[config.mk]
export PLATFORM = sky130hd
export DESIGN_NAME = jtframe_serjoy
export DESIGN_NICKNAME = d
export VERILOG_FILES = /design/src/rtl/jtframe_serjoy.sv
export SDC_FILE = /design/constraint.sdc
export NUM_CORES = 1
export LEC_CHECK = 0
export BUFFER_PORTS_ARGS = -buffer_cell sky130_fd_sc_hd__buf_2
export CORE_ASPECT_RATIO = 1.5
export CORE_UTILIZATION = 35
export DETAILED_ROUTE_END_ITERATION = 12
export SLEW_MARGIN = 20
export SYNTH_ARGS = -nofsm -noshare
export SYNTH_HDL_FRONTEND = slang
export SYNTH_SLANG_ARGS = --single-unit
[constraint.sdc]
create_clock -name clk -period 1.79 [get_ports clk]
set_input_delay 0.0895 -clock clk [delete_from_list [all_inputs] [get_ports clk]]
set_output_delay 0.0895 -clock clk [all_outputs]
set_load 0.1 [all_outputs]
[src/rtl/jtframe_serjoy.sv]
// Serial joystick reader for a daisy chain of 74HC165-style PISO registers
// (DB15 SNAC adapter). Loads the chain, shifts PLAYERS*BITS bits out, decodes
// active-low buttons, detects pad presence and optionally filters glitches.

// Per-pad decode: presence detection and slice clearing for absent pads.
module jtframe_serjoy_pad #(
    parameter int BITS = 12
)(
    input  logic [BITS-1:0] raw,
    output logic [BITS-1:0] clean,
    output logic            present
);
    // raw holds inverted samples: all ones means the data line never went
    // high, which is what an unplugged pad looks like.
    assign present = ~&raw;
    assign clean   = present ? raw : '0;
endmodule

module jtframe_serjoy #(
    parameter int PLAYERS = 2,
    parameter int BITS    = 12,
    parameter int CLKDIV  = 8,
    parameter int FILTER  = 0
)(
    input  logic                    clk,
    input  logic                    rst,
    input  logic                    en,
    input  logic                    trig,
    input  logic                    joy_data,
    output logic                    joy_clk,
    output logic                    joy_load,
    output logic [PLAYERS*BITS-1:0] joy_out,
    output logic [PLAYERS-1:0]      present,
    output logic                    upd,
    output logic                    busy
);
    localparam int N  = PLAYERS * BITS;
    localparam int DW = (CLKDIV > 1) ? $clog2(CLKDIV) : 1;
    localparam int CW = (N > 1) ? $clog2(N) : 1;

    typedef enum logic [1:0] {IDLE, LOAD, SHIFT, DONE} state_t;

    state_t          st, st_nxt;
    logic [DW-1:0]   div;
    logic            tick;
    logic            phase;     // LOAD: 0=load pulse, 1=settle; SHIFT: 0=A, 1=B
    logic [CW-1:0]   cnt;
    logic [N-1:0]    raw, prev_raw, clean;
    logic [PLAYERS-1:0] pres_c;

    assign tick = (div == DW'(CLKDIV - 1));

    // Free-running tick divider, independent of the scan state
    always_ff @(posedge clk or posedge rst) begin
        if (rst)       div <= '0;
        else if (tick) div <= '0;
        else           div <= div + DW'(1);
    end

    // State register
    always_ff @(posedge clk or posedge rst) begin
        if (rst) st <= IDLE;
        else     st <= st_nxt;
    end

    // Next-state logic; dropping en aborts any frame in progress
    always_comb begin
        st_nxt = st;
        if (!en) begin
            st_nxt = IDLE;
        end else begin
            case (st)
                IDLE:  if (tick && trig) st_nxt = LOAD;
                LOAD:  if (tick && phase) st_nxt = SHIFT;
                SHIFT: if (tick && phase && cnt == CW'(N - 1)) st_nxt = DONE;
                DONE:  st_nxt = IDLE;
                default: st_nxt = IDLE;
            endcase
        end
    end

    // Per-pad presence check and slice clearing
    genvar p;
    generate
        for (p = 0; p < PLAYERS; p++) begin : g_pad
            localparam int HI = (PLAYERS - p) * BITS - 1;
            jtframe_serjoy_pad #(.BITS(BITS)) u_pad (
                .raw     (raw[HI -: BITS]),
                .clean   (clean[HI -: BITS]),
                .present (pres_c[p])
            );
        end
    endgenerate

    // Chain control, shift register and result commit
    always_ff @(posedge clk or posedge rst) begin
        if (rst) begin
            phase    <= 1'b0;
            cnt      <= '0;
            joy_clk  <= 1'b0;
            joy_load <= 1'b1;
            raw      <= '0;
            prev_raw <= '0;
            joy_out  <= '0;
            present  <= '0;
            upd      <= 1'b0;
        end else if (!en) begin
            phase    <= 1'b0;
            cnt      <= '0;
            joy_clk  <= 1'b0;
            joy_load <= 1'b1;
            prev_raw <= '0;
            joy_out  <= '0;
            present  <= '0;
            upd      <= 1'b0;
        end else begin
            upd <= 1'b0;
            case (st)
                IDLE: phase <= 1'b0;
                LOAD: if (tick) begin
                    phase    <= ~phase;
                    joy_load <= phase;          // low on first tick, released on second
                    cnt      <= '0;
                end
                SHIFT: if (tick) begin
                    phase <= ~phase;
                    if (!phase) begin
                        raw     <= {raw[N-2:0], ~joy_data};
                        joy_clk <= 1'b1;
                    end else begin
                        joy_clk <= 1'b0;
                        cnt     <= cnt + CW'(1);
                    end
                end
                DONE: begin
                    prev_raw <= raw;
                    if (FILTER == 0 || raw == prev_raw) begin
                        joy_out <= clean;
                        present <= pres_c;
                        upd     <= 1'b1;
                    end
                end
                default: phase <= 1'b0;
            endcase
        end
    end

    // Registered busy flag so it never glitches on state decode
    always_ff @(posedge clk or posedge rst) begin
        if (rst) busy <= 1'b0;
        else     busy <= (st_nxt != IDLE);
    end
endmodule

==> impl_results.md <==
- Outcome: finished clean
- Post-DP Area: 3040 um^2
- Worst-path clk slew: 50 ps
- Skew-Pair Late Insertion Delay: 330 ps
- Full die area: 8170 um^2
- Rows: 39
- Mapped Area: 2730 um^2
- Crit path arrival time: 1850 ps
- Synthesized instance count: 199
- Post-Layout Cell Count: 351
- Int Power: 2820 uW
- CP Launch Point: st[0]$_DFF_PP0_
- Reg power frac: 0.414
- Cell family with most CP delay: flip-flops
- Max-Cap Viols: 0
- Area leader, netlist: dfrtp_1
- Tot Pwr: 3650 uW
- Main synth FF type: dfrtp_1
- Combinational share of power: 0.068
- Fin area: 3390 um^2
- Critical Path RT: 2000 ps
- Vias in the first global route: 1,794
- Pins Over Slew Limit: 0
- PortBufs: 34
- CTS tree: yes
- Diode count: 0
- Die Wd: 74.1 um
- Final ANT Viol Nets: 0
- Crit path to: cnt[3]$_DFFE_PP0P_
- Sequential element share of the synthesized area: 0.596
- Worst Reg-to-Reg Cells: 5
- Die H: 110 um
- Synth cell types: 41
- CP Launch Type: register
- Final setup fails: 0
- Initial antenna violation count: 0
- CP max FO: 7
- Core outline area: 7610 um^2
- R2R setup slack: 160 ps
- CP peak stage delay: 430 ps
- Psw: 832 uW
- First-pass GRT wire length: 8640 um
- Leakage power: 0.00174 uW
- PwrDens: 1080 nW/um^2
- Fill count: 710
- Reg2Reg Capture Point: cnt[3]$_DFFE_PP0P_
- Congestion Overflow GR: 0
- Worst slew margin: 0.674
- HPWL Detailed: 3470 um
- Ys async rst share: 1.00
- First DRT Iteration DRCs: 84
- DRT Wirelength: 5140 um
- P&R area growth vs syn: 24.0%
- FF+latch count, synth: 65
- Fin crit period: 1630 ps
- R2r startpoint: st[0]$_DFF_PP0_
- Synth top area cells: dfrtp_1 (59%), mux2_2 (9.5%), a22o_1 (4.2%)
- Post-synth net total: 211
- Avg Inst Size Synth: 13.7 um^2
- Fin util: 0.445
- RSZ-0062 raised after global routing: false
- Post-synth EDFFs: 0
- Final setup TNS: 0 ps
- Worst-margin pin slew: 492 ps
- Critical path type: register to register
- Buf+Inv Stages, Crit Path: 1
- Area share of the largest cell type after synthesis: 0.586
- Starting density of the core: 0.359
- Inserted Clock Buffers: 9
- Fin crit share: 0.913
- Slowest cell on the critical path: dfrtp_1
- # resized after CTS: 0
- VDD IR max: 0.529 mV
- Vias per cell: 4.96
- Gr usage total: 0.144
- Ports: 35
- Cell Chain, Critical Path: inv_1, ha_1, mux2i_1, nand2b_1, o32ai_1
- Clock network power share: 0.518
- Hold WC Path Type: primary input to register
- # nets final: 256
- Placed cell count: 333
- Vias: 1,740
- DRC Markers: 0
- Largest net degree at the start of global routing: 66
- Post-CTS Setup Bufs: 0
- Worst Setup End Kind: register
- Worst hold path depth: 2
- F_max: 0.612 GHz
- Sw frac: 0.228
- H-Tree Depth: 3
- YS warnings: 0
- First-pass DRT Iterations: 4
- WL/cell: 14.7 um
- Number of hold violations in the final report: 0
- Clock buffer depth: 2
- Clock Sinks: 65
- Clock skew: 5.06 ps
- Root Driver: clkbuf_16
- Share of post-route cells with drive strength above 1: 0.414
- Routability Congestion: 0.751
- CP Depth: 5
sequential cells by signal (all words and copies together) (netlist names):
register  cells
busy          1
cnt           5
div           3
joy_clk       1
joy_load      1
joy_out      24
phase         1
present       2
raw          24
st            2
upd           1
area by class of cell:
cell class	count	area (um^2)	area share
Multi-Input combinational cell	119	1010	0.298
Clock buffer	10	239	0.0705
Tap cell	102	128	0.0377
Clock inverter	6	91.3	0.0270
Inverter	5	18.8	0.00554
Timing Repair Buffer	44	275	0.0812
Sequential cell	65	1630	0.480
layer usage:
metal  wire (um)  global-route usage  vias to the layer above  part of all wire
met5           0                   0                        -                 0
met4         108              0.0742                        0             0.021
met3         148              0.0427                        9             0.029
met2        2700               0.246                       28              0.53
met1        2180               0.158                      869              0.42
li1            -                   -                      834                 -
cell usage after synthesis, types with 2 or more instances:
| cell type | n |
|---|---|
| dfrtp_1 | 64 |
| o21ai_0 | 6 |
| nand3_1 | 5 |
| nor2b_1 | 2 |
| ha_1 | 7 |
| mux2_2 | 23 |
| a22o_2 | 11 |
| a22o_1 | 13 |
| a211oi_1 | 2 |
| buf_6 | 3 |
| buf_2 | 6 |
| nand2_1 | 10 |
| mux2i_1 | 2 |
| a21oi_1 | 6 |
| a21boi_0 | 2 |
| nand4b_1 | 2 |
| inv_1 | 4 |
| o32ai_1 | 2 |
| nand4_1 | 7 |
logic make-up (layout without fill, tap and decap cells):
group,after synthesis,count (layout),share of synthesized area
flops,65,65,0.596
simple gates,37,37,0.0865
fa+ha+maj,7,7,0.0320
mux,25,25,0.102
compound gates,50,50,0.148
buf+inv,15,65,0.0353
metrics by stage:
stage	worst slack [ps]	hold slack (ps)
final	156	36.8
after global routing	25.5	35.8
after CTS	139	27.8
after detailed placement	148	191
after global placement	192	181
after floorplan	75.7	150
worst min path at each step:
stage	end	from	slack [ps]
2_1_floorplan	joy_load$_DFFE_PP1P_	en	150
3_3_place_gp	st[1]$_DFF_PP0_	rst	180
3_5_place_dp	div[1]$_DFF_PP0_	rst	190
4_1_cts	joy_load$_DFFE_PP1P_	en	30
5_1_grt	joy_load$_DFFE_PP1P_	en	40
6_report	joy_load$_DFFE_PP1P_	en	40
power groups by stage:
| stage | sequential [uW] | clock [uW] | combinational [uW] |
|---|---|---|---|
| 6_report | 1510 | 1890 | 247 |
| 3_3_place_gp | 1540 | 0 | 244 |
| 3_5_place_dp | 1540 | 0 | 249 |
| 4_1_cts | 1510 | 1930 | 252 |
| 2_1_floorplan | 1590 | 0 | 131 |
| 5_1_grt | 1510 | 2010 | 273 |
repair_timing:
item                                   CTS  global route
hold buffers                             2             0
setup endpoints to repair                0             0
endpoints found under the hold margin   65             0
cells in the final DEF, fill, tap and decap left out, types with 3 or more instances in the layout:
cell	n
nand2_1	10
a22o_1	13
a22o_2	11
buf_2	34
clkbuf_16	9
a21oi_1	6
dfrtp_1	64
mux2_2	23
ha_1	7
o21ai_0	6
inv_1	3
buf_4	6
nand4_1	7
nand3_1	5
clkinvlp_4	3
Power figures use the tool's default switching activity.
